$ cat config.mk
export PLATFORM = sky130hd
export DESIGN_NAME = keypad4x4_emulator_flat
export DESIGN_NICKNAME = d
export VERILOG_FILES = /design/src/rtl/keypad4x4_emulator_if.sv /design/src/rtl/keypad4x4_emulator.sv /design/src/flat_wrapper.sv
export SDC_FILE = /design/constraint.sdc
export NUM_CORES = 1
export LEC_CHECK = 0
export CORE_MARGIN = 5
export CORE_UTILIZATION = 45
export CTS_CLUSTER_SIZE = 8
export DETAILED_ROUTE_END_ITERATION = 6
export SYNTH_ARGS = -nofsm -noshare
export SYNTH_HDL_FRONTEND = slang
export SYNTH_SLANG_ARGS = --single-unit
$ cat constraint.sdc
create_clock -name wClk20ms -period 2.3 [get_ports wClk20ms]
set_input_delay 0.46 -clock wClk20ms [delete_from_list [all_inputs] [get_ports wClk20ms]]
set_output_delay 0.46 -clock wClk20ms [all_outputs]
set_load 0.03 [all_outputs]
$ cat src/rtl/keypad4x4_emulator_if.sv
// Key-queue handshake, scanner column drive and emulated row/status lines of the keypad emulator.
interface keypad4x4_emulator_if;
  logic [3:0] key_in;
  logic       key_valid;
  logic       key_ready;
  logic [3:0] col;
  logic [3:0] row;
  logic       pressed;
  logic       busy;
  logic       key_sent;

  modport master (
    output key_in, key_valid, col,
    input  key_ready, row, pressed, busy, key_sent
  );

  modport slave (
    input  key_in, key_valid, col,
    output key_ready, row, pressed, busy, key_sent
  );
endinterface

$ cat src/rtl/keypad4x4_emulator.sv
// 4x4 keypad far-end emulator: queued key codes are replayed as press/hold/gap on the row lines.
// Optional contact bounce before each hold: define KEYPAD_EMU_BOUNCE_EN.
module keypad4x4_emulator #(
  parameter int HOLD_TICKS = 5,
  parameter int GAP_TICKS  = 3,
  parameter int FIFO_DEPTH = 4,
  parameter int CNT_BITS   = 8
) (
  input  logic                  wClk20ms,
  input  logic                  rst,
  keypad4x4_emulator_if.slave   bus
);

  localparam int PTR_W = $clog2(FIFO_DEPTH);

`ifdef KEYPAD_EMU_BOUNCE_EN
  localparam int BOUNCE_TICKS = 3;
  typedef enum logic [1:0] {IDLE, HOLD, GAP, BOUNCE} state_t;
`else
  typedef enum logic [1:0] {IDLE, HOLD, GAP} state_t;
`endif

  logic [3:0]       r_mem [FIFO_DEPTH];
  logic [PTR_W-1:0] r_wptr;
  logic [PTR_W-1:0] r_rptr;
  logic [PTR_W:0]   r_count;
  logic             w_full;
  logic             w_empty;
  logic             w_push;
  logic             w_pop;

  state_t           r_state;
  state_t           w_state_nxt;
  logic [CNT_BITS-1:0] r_cnt;
  logic [CNT_BITS-1:0] w_cnt_nxt;
  logic [3:0]       r_key;
  logic [3:0]       w_key_nxt;
  logic             r_key_sent;
  logic             w_key_sent_nxt;
  logic             w_contact;
  logic [1:0]       w_col_idx;
  logic [1:0]       w_row_idx;
  logic [3:0]       w_row;

  assign w_full  = (r_count == (PTR_W+1)'(FIFO_DEPTH));
  assign w_empty = (r_count == '0);
  // Full is judged on the registered count, so a same-edge pop never frees a slot for a push.
  assign w_push  = bus.key_valid && !w_full;

  always_ff @(posedge wClk20ms or negedge rst) begin
    if (!rst) begin
      r_wptr  <= '0;
      r_rptr  <= '0;
      r_count <= '0;
    end else begin
      if (w_push) r_wptr <= r_wptr + 1'b1;
      if (w_pop)  r_rptr <= r_rptr + 1'b1;
      case ({w_push, w_pop})
        2'b10:   r_count <= r_count + 1'b1;
        2'b01:   r_count <= r_count - 1'b1;
        default: r_count <= r_count;
      endcase
    end
  end

  always_ff @(posedge wClk20ms) begin
    if (w_push) r_mem[r_wptr] <= bus.key_in;
  end

  always_ff @(posedge wClk20ms or negedge rst) begin
    if (!rst) begin
      r_state    <= IDLE;
      r_cnt      <= '0;
      r_key      <= '0;
      r_key_sent <= 1'b0;
    end else begin
      r_state    <= w_state_nxt;
      r_cnt      <= w_cnt_nxt;
      r_key      <= w_key_nxt;
      r_key_sent <= w_key_sent_nxt;
    end
  end

  always_comb begin
    w_state_nxt    = r_state;
    w_cnt_nxt      = r_cnt;
    w_key_nxt      = r_key;
    w_key_sent_nxt = 1'b0;
    w_pop          = 1'b0;
    w_contact      = 1'b0;
    case (r_state)
      IDLE: begin
        if (!w_empty) begin
          w_pop     = 1'b1;
          w_key_nxt = r_mem[r_rptr];
`ifdef KEYPAD_EMU_BOUNCE_EN
          w_cnt_nxt   = CNT_BITS'(BOUNCE_TICKS - 1);
          w_state_nxt = BOUNCE;
`else
          w_cnt_nxt   = CNT_BITS'(HOLD_TICKS - 1);
          w_state_nxt = HOLD;
`endif
        end
      end
`ifdef KEYPAD_EMU_BOUNCE_EN
      BOUNCE: begin
        // closed / open / closed as the counter runs 2, 1, 0
        w_contact = (r_cnt != CNT_BITS'(1));
        if (r_cnt == '0) begin
          w_cnt_nxt   = CNT_BITS'(HOLD_TICKS - 1);
          w_state_nxt = HOLD;
        end else begin
          w_cnt_nxt = r_cnt - 1'b1;
        end
      end
`endif
      HOLD: begin
        w_contact = 1'b1;
        if (r_cnt == '0) begin
          w_key_sent_nxt = 1'b1;
          w_cnt_nxt      = CNT_BITS'(GAP_TICKS - 1);
          w_state_nxt    = GAP;
        end else begin
          w_cnt_nxt = r_cnt - 1'b1;
        end
      end
      GAP: begin
        if (r_cnt == '0) w_state_nxt = IDLE;
        else             w_cnt_nxt   = r_cnt - 1'b1;
      end
      default: w_state_nxt = IDLE;
    endcase
  end

  always_comb begin
    w_col_idx = 2'd0;
    w_row_idx = 2'd0;
    case (r_key)
      4'h1: begin w_col_idx = 2'd0; w_row_idx = 2'd0; end
      4'h4: begin w_col_idx = 2'd0; w_row_idx = 2'd1; end
      4'h7: begin w_col_idx = 2'd0; w_row_idx = 2'd2; end
      4'hE: begin w_col_idx = 2'd0; w_row_idx = 2'd3; end
      4'h2: begin w_col_idx = 2'd1; w_row_idx = 2'd0; end
      4'h5: begin w_col_idx = 2'd1; w_row_idx = 2'd1; end
      4'h8: begin w_col_idx = 2'd1; w_row_idx = 2'd2; end
      4'h0: begin w_col_idx = 2'd1; w_row_idx = 2'd3; end
      4'h3: begin w_col_idx = 2'd2; w_row_idx = 2'd0; end
      4'h6: begin w_col_idx = 2'd2; w_row_idx = 2'd1; end
      4'h9: begin w_col_idx = 2'd2; w_row_idx = 2'd2; end
      4'hF: begin w_col_idx = 2'd2; w_row_idx = 2'd3; end
      4'hA: begin w_col_idx = 2'd3; w_row_idx = 2'd0; end
      4'hB: begin w_col_idx = 2'd3; w_row_idx = 2'd1; end
      4'hC: begin w_col_idx = 2'd3; w_row_idx = 2'd2; end
      default: begin w_col_idx = 2'd3; w_row_idx = 2'd3; end
    endcase
  end

  // Row follows col combinationally so the scanner sees the contact within its own strobe.
  always_comb begin
    w_row = 4'hF;
    if (w_contact && !bus.col[w_col_idx]) w_row[w_row_idx] = 1'b0;
  end

  assign bus.row       = w_row;
  assign bus.pressed   = w_contact;
  assign bus.busy      = (r_state != IDLE) || !w_empty;
  assign bus.key_ready = !w_full;
  assign bus.key_sent  = r_key_sent;

endmodule

$ cat src/flat_wrapper.sv
// flat-port wrapper written by rule: the top's interface ports become plain ports
module keypad4x4_emulator_flat 
#(
  parameter int HOLD_TICKS = 5,
  parameter int GAP_TICKS  = 3,
  parameter int FIFO_DEPTH = 4,
  parameter int CNT_BITS   = 8
)
  (wClk20ms, rst, bus_key_in, bus_key_valid, bus_col, bus_key_ready, bus_row, bus_pressed, bus_busy, bus_key_sent);
  keypad4x4_emulator_if bus_i ();
  input  logic wClk20ms;
  input  logic rst;
  input wire logic [$bits(bus_i.key_in)-1:0] bus_key_in;
  input wire logic [$bits(bus_i.key_valid)-1:0] bus_key_valid;
  input wire logic [$bits(bus_i.col)-1:0] bus_col;
  output wire logic [$bits(bus_i.key_ready)-1:0] bus_key_ready;
  output wire logic [$bits(bus_i.row)-1:0] bus_row;
  output wire logic [$bits(bus_i.pressed)-1:0] bus_pressed;
  output wire logic [$bits(bus_i.busy)-1:0] bus_busy;
  output wire logic [$bits(bus_i.key_sent)-1:0] bus_key_sent;
  assign bus_i.key_in = bus_key_in;
  assign bus_i.key_valid = bus_key_valid;
  assign bus_i.col = bus_col;
  assign bus_key_ready = bus_i.key_ready;
  assign bus_row = bus_i.row;
  assign bus_pressed = bus_i.pressed;
  assign bus_busy = bus_i.busy;
  assign bus_key_sent = bus_i.key_sent;
  keypad4x4_emulator #(.HOLD_TICKS(HOLD_TICKS), .GAP_TICKS(GAP_TICKS), .FIFO_DEPTH(FIFO_DEPTH), .CNT_BITS(CNT_BITS)) u_core (.wClk20ms(wClk20ms), .rst(rst), .bus(bus_i));
endmodule
# [After elaboration in Yosys (flattened, before gate mapping)]
# Memories as Yosys holds them, arrays and structs flattened. A register that Yosys moved wholly into a read port is not among the register bits.
# Cells that the tools add are included.
[totals] regBits=18 ram_bits=16 rom_bits=64 input_bits=11 out_inout_bits=8 wordCells=65 n_memories=2
[memory_table] name="(name not given)" words=16 width=4 read_ports=1 rd_ports_with_merged_regs=0 wr=0 line_no="keypad4x4_emulator.sv:138" source="case (r_key)"
[memory_table] name="u_core.r_mem" words=4 width=4 read_ports=1 rd_ports_with_merged_regs=1 wr=1 line_no="keypad4x4_emulator.sv:23" source="logic [3:0] r_mem [FIFO_DEPTH];"
[op_classes] add_sub_neg=5 n_lt_le_gt_ge=3 n_eq_ne=9 muxes=21 n_bitwise=2 reduce_logical=17
[op_table] operator="$mux 8" n=3
[op_table] operator="$pmux 8 s3" n=1
[op_table] operator="$mux 1" n=9
[op_table] operator="$logic_not 8->1" n=1
[op_table] operator="$sub 8x1->8 const B" n=1
[op_table] operator="$lt 2x3->1 const B" n=2
[op_table] operator="$mux 2" n=3
[op_table] operator="$pmux 2 s3" n=1
[op_table] operator="$pmux 3 s2" n=1
[op_table] operator="$reduce_and 3->1" n=2
[op_table] operator="$add 2x1->2 const B" n=2
[op_table] operator="$eq 2x1->1 const B" n=2
[op_table] operator="$eq 2x2->1 const B" n=2
[op_table] operator="$logic_not 1->1" n=4
[op_table] operator="$mux 4" n=1
[op_table] operator="$ne 2x1->1 const B" n=2
[op_table] operator="$ne 2x2->1 const B" n=2
[op_table] operator="$not 4->4" n=1
[op_table] operator="$reduce_bool 2->1" n=2
[op_table] operator="$add 3x1->3 const B" n=1
[op_table] operator="$eq 3x3->1 const B" n=1
[op_table] operator="$logic_and 1x1->1" n=3
[op_table] operator="$logic_not 3->1" n=1
[op_table] operator="$reduce_bool 3->1" n=1
[op_table] operator="other kinds (8)" n=8

# [Depth between registers and ports, before layout]
# Gate-level depths: netlist of run 1.
# An unclocked memory read counts as a cell.
[logic_depth] depth_word=7 depth_mapped=10

# [Worst setup path after synthesis of run 1]
# No wires, ideal clock.
[synth_timing] path_type="flip-flop to output port" from="register u_core.r_key[0], read port of u_core.r_mem" to="output bus_row[1]" arrival_time_ps=1854 t_required_ps=1840 path_slack_ps=-14 path_stages_with_launch=7 n_path_buf=2 path_cell_list="dfrtp_1 -> clkbuf_1 -> clkbuf_1 -> nand3b_1 -> a21oi_1 -> nor3_1 -> o21ai_0"
[synth_via] elab_chain_cells=7 word_cells_on_any_way=12 classes_between="order compare (2); mux (5); bitwise (1); reduce/logical (3); memory (1)"
[synth_lines] element="start: declaration" line_no="keypad4x4_emulator.sv:36" source="logic [3:0] r_key;"
[synth_lines] element="$mem_v2 16x4 *"
[synth_lines] element="$lt 2x3->1 (implied by the code) / $ge 2x1->1 (equally long branches)" line_no="keypad4x4_emulator.sv:161" source="if (w_contact && !bus.col[w_col_idx]) w_row[w_row_idx] = 1'b0;"
[synth_lines] element="$logic_and 1x1->1 (implied by the code)" line_no="keypad4x4_emulator.sv:161"
[synth_lines] element="$mux 1 (implied by the code)" line_no="keypad4x4_emulator.sv:161"
[synth_lines] element="$demux 1 s2"
[synth_lines] element="$not 4->4 (no source line)"
[synth_lines] element="$mux 4 *" line_no="keypad4x4_emulator.sv:161"
[synth_lines] element="end: declaration" line_no="flat_wrapper.sv:17" source="output wire logic [$bits(bus_i.row)-1:0] bus_row;"
# Mark *: on every way between the ends. The rest lies on a longest branch, timed or not. The select of a mux whose other input is x is not followed.

# [Final worst setup path of run 1]
[layout_timing] from="register u_core.r_state[0]" to="output bus_busy"
[layout_via] elab_chain_cells=2
[layout_lines] element="start: declaration" line_no="keypad4x4_emulator.sv:32" source="state_t r_state;"
[layout_lines] element="start signal: assignment" line_no="keypad4x4_emulator.sv:77" source="r_state <= w_state_nxt;"
[layout_lines] element="$reduce_bool 2->1" line_no="keypad4x4_emulator.sv:166" source="assign bus.busy = (r_state != IDLE) || !w_empty;"
[layout_lines] element="$logic_or 1x1->1" line_no="keypad4x4_emulator.sv:166"
[layout_lines] element="end: declaration" line_no="flat_wrapper.sv:19" source="output wire logic [$bits(bus_i.busy)-1:0] bus_busy;"
# Every way passes these cells.

==> run metrics, run 1 <==
status=completed; Worst Path Max Fanout=4; most frequent cells in the layout=nand2_1, inv_1, buf_4, dfrtp_1, edfxtp_1; Hold Vio Cnt, Final=0; fmax=~450 MHz; synth warn=0; CP endpoint=bus_busy; # fillers=roughly 410; Synth Flop Type=dfrtp_1; dpl ws=-0.00109 ns; Core Region=4660 um^2; critical path, cell by cell=inv_1 > ha_1 > nor4b_4 > inv_1 > dlygate4sd2_1; slowest CP cell=dfrtp_1; GRT Overall Usage=0.147; antenna viol nets, final=0; TritonCTS Buffers=5; fin. max-slew vios=0; die span in x=78.9 um; LEAKAGE=~1.1 nW; HPWL Detailed=3.15 mm; worst r2r path cells=7; crit path DAT=1.75 ns; FFs w/ async S/R, synth=0.579; # nets final=252; skew final=0.00944 ns; vias post-DR=about 1600; Synth area leader=dfrtp_1; Rows=25; element type at the critical path start=flip-flop; ANT cells=0; Port Buf Inserts=18; drt total wl=4.36 mm; distinct cell type count after synthesis=46; Layout area overhead=22.2%; post-synth top area share=0.258; Worst Slack Setup Final=0.0905 ns; Levels on crit path=5; initial core utilization=0.459; # DRC=0; Clock Latency Late Sink=0.29 ns; pwr dens=1480 nW/um^2; most common cell after layout, fill and taps aside=nand2_1; register bit count reported by yosys=38; Max-Cap Viols=0; Die Y=between 70 and 80 um; Worst Path Buf+Inv=3; initial antenna violation count=0; H-tree levels=2; Post-Synthesis Cells=199; FF-to-FF setup slack=0.11 ns; Setup-failing EPs final=0; Tmin final=2.21 ns; Max Buffers Root-to-Sink=2; # IOs=19; Top Family by Delay on Critical Path=buffers and inverters; Crit Path Category=flip-flop to output pin; drt first pass iters=4; first-pass GRT wire length=7.21 mm; Clock Tree Root=clkbuf_8; pin count of the biggest net entering global routing=23; Critical Path Most Common Cell=inv_1; CP Data Required Time=1.84 ns; crit end category=output pin; sequential area share after synthesis=0.482; syn avg cell area=about 11 um^2; RSZ-0062 raised after global routing=yes; Mapped Nets=222; global route overflow=0; Post-synth EDFFs=16; Critical Path Max Stage Delay=0.44 ns; CTS clk-pin slew, worst paths=0.07 ns; maximum VDD drop=0.703 mV; worst setup path start=u_core.r_state[0]$_DFFE_PN0P_; post-synth design cell area=2140 um^2; Slew @ Worst Pin=between 0.5 and 0.6 ns; worst reg2reg startpoint=u_core.r_state[0]$_DFFE_PN0P_; final std cells w/o fill=~280; routed length per placed instance=~15 um; layout cells sized above 1=0.196; vias in the first global route=1587; Inst Count DP=270; DR iter-0 viols=61; clock sink count=38; Slew HR=0.661; Reg-to-Reg End=u_core.r_cnt[3]$_DFFE_PN0P_; synth top area cells=dfrtp_1, edfxtp_1, ha_1, nand2_1, mux4_2; placer congestion estimate=about 0.87; Tcrit/Tclk final=0.961; Hold WC Path Type=flip-flop to flip-flop; Vias/cell=5.71; Die Footprint=6230 um^2; CTS tree=yes
-- worst min-delay path: cells and delay by family (launching register included) --
family           cells  cell delay (ns)
flip-flops           1             0.36
AO/OA/AOI/OAI        1             0.06
AND/OR/NAND/NOR      1             0.05
-- where the power goes --
part           internal (W)  switching (W)  total [W]
combinational      0.000927       0.000974    0.00190
clock              0.000435       0.000237   0.000672
sequential         0.000960       0.000335    0.00130
total               0.00232        0.00155    0.00387
-- area by class of cell --
| class | instances | area [um^2] | share of cell area |
|---|---|---|---|
| Sequential cell | 38 | 1040 | 0.397 |
| Clock inverter | 3 | 68.8 | 0.0264 |
| Inverter | 17 | 63.8 | 0.0244 |
| Multi-Input combinational cell | 136 | 1040 | 0.398 |
| Clock buffer | 5 | 68.8 | 0.0264 |
| Tap cell | 54 | 67.6 | 0.0259 |
| Timing Repair Buffer | 31 | 267 | 0.102 |
-- state kept, by name, summed over array words and instances, names as in the netlist --
name                 flops
u_core.r_rptr            2
u_core.bus.key_sent      1
u_core.r_wptr            2
u_core.r_mem            16
u_core.r_count           3
u_core.r_cnt             8
u_core.r_state           2
u_core.r_key             4
-- Yosys cell counts, types with 2 or more instances --
library cell / n
nand2_1: 25
dfrtp_1: 22
inv_1: 17
edfxtp_1: 16
ha_1: 11
a21oi_1: 8
nor2_1: 8
o21ai_0: 8
clkbuf_1: 7
xnor2_1: 6
and3_1: 5
o211ai_1: 5
o31ai_1: 5
mux4_2: 4
nor3_1: 4
or2_2: 4
a22oi_1: 3
nand3b_1: 3
nand4b_1: 3
xor2_1: 3
a221oi_1: 2
mux2_2: 2
nand3_1: 2
nor4b_2: 2
or3_1: 2
or4_1: 2
-- timing repair --
item | CTS | global route
setup endpoints to repair | 6 | 6
pin swaps | 0 | 1
hold buffers | 0 | 0
buffers inserted | 0 | 6
resized for setup | 3 | 8
-- kinds of logic after synthesis --
family / count (synthesis) / share of synthesized area
fa+ha+maj: 12 / 0.0738
mux: 7 / 0.0574
xor+xnor: 9 / 0.0369
simple gates: 69 / 0.181
flops: 38 / 0.482
buf+inv: 25 / 0.0474
compound gates: 39 / 0.121
-- per-layer routing --
layer / vias to the layer above / share of wire / GRT usage
met5: - / 0 / 0
met2: 32 / 0.51 / 0.255
li1: 780 / - / -
met4: 0 / 0.012 / 0.0412
met3: 6 / 0.045 / 0.0385
met1: 803 / 0.44 / 0.181
-- worst min path at each step --
stage	start	end	depth (start not counted)	slack [ns]
final	u_core.r_cnt[1]$_DFFE_PN0P_	u_core.r_cnt[1]$_DFFE_PN0P_	2	0.50
after CTS	u_core.r_cnt[1]$_DFFE_PN0P_	u_core.r_cnt[1]$_DFFE_PN0P_	2	0.51
after floorplan	rst	u_core.bus.key_sent$_DFF_PN0_	0	0.16
after global routing	rst	u_core.r_cnt[1]$_DFFE_PN0P_	2	0.54
after detailed placement	u_core.r_cnt[1]$_DFFE_PN0P_	u_core.r_cnt[1]$_DFFE_PN0P_	2	0.49
after global placement	u_core.r_cnt[1]$_DFFE_PN0P_	u_core.r_cnt[1]$_DFFE_PN0P_	2	0.49
-- through the flow --
| stage | cell area, um^2 | total power [W] | utilization | setup TNS [ns] | hold WS (ns) |
|---|---|---|---|---|---|
| 5_1_grt | 2610 | 0.00418 | 0.560 | -0.124 | 0.544 |
| 3_3_place_gp | 2390 | 0.00297 | 0.513 | 0 | 0.487 |
| 3_5_place_dp | 2390 | 0.00306 | 0.513 | -0.00109 | 0.489 |
| 4_1_cts | 2530 | 0.00376 | 0.543 | 0 | 0.507 |
| 6_report | 2610 | 0.00387 | 0.560 | 0 | 0.498 |
| 2_1_floorplan | 2140 | 0.00255 | - | -0.0287 | 0.164 |
Note: power is estimated with default switching activity, not from simulation.
==> inputs of run 2 (changes only) <==
--- a/config.mk
+++ b/config.mk
@@ -9,6 +9,7 @@
 export CORE_UTILIZATION = 45
 export CTS_CLUSTER_SIZE = 8
 export DETAILED_ROUTE_END_ITERATION = 6
+export HOLD_SLACK_MARGIN = 0.15
 export SYNTH_ARGS = -nofsm -noshare
 export SYNTH_HDL_FRONTEND = slang
 export SYNTH_SLANG_ARGS = --single-unit
==> results of run 2 <==
Final layout, timing and power as in run 1 (identical DEF).
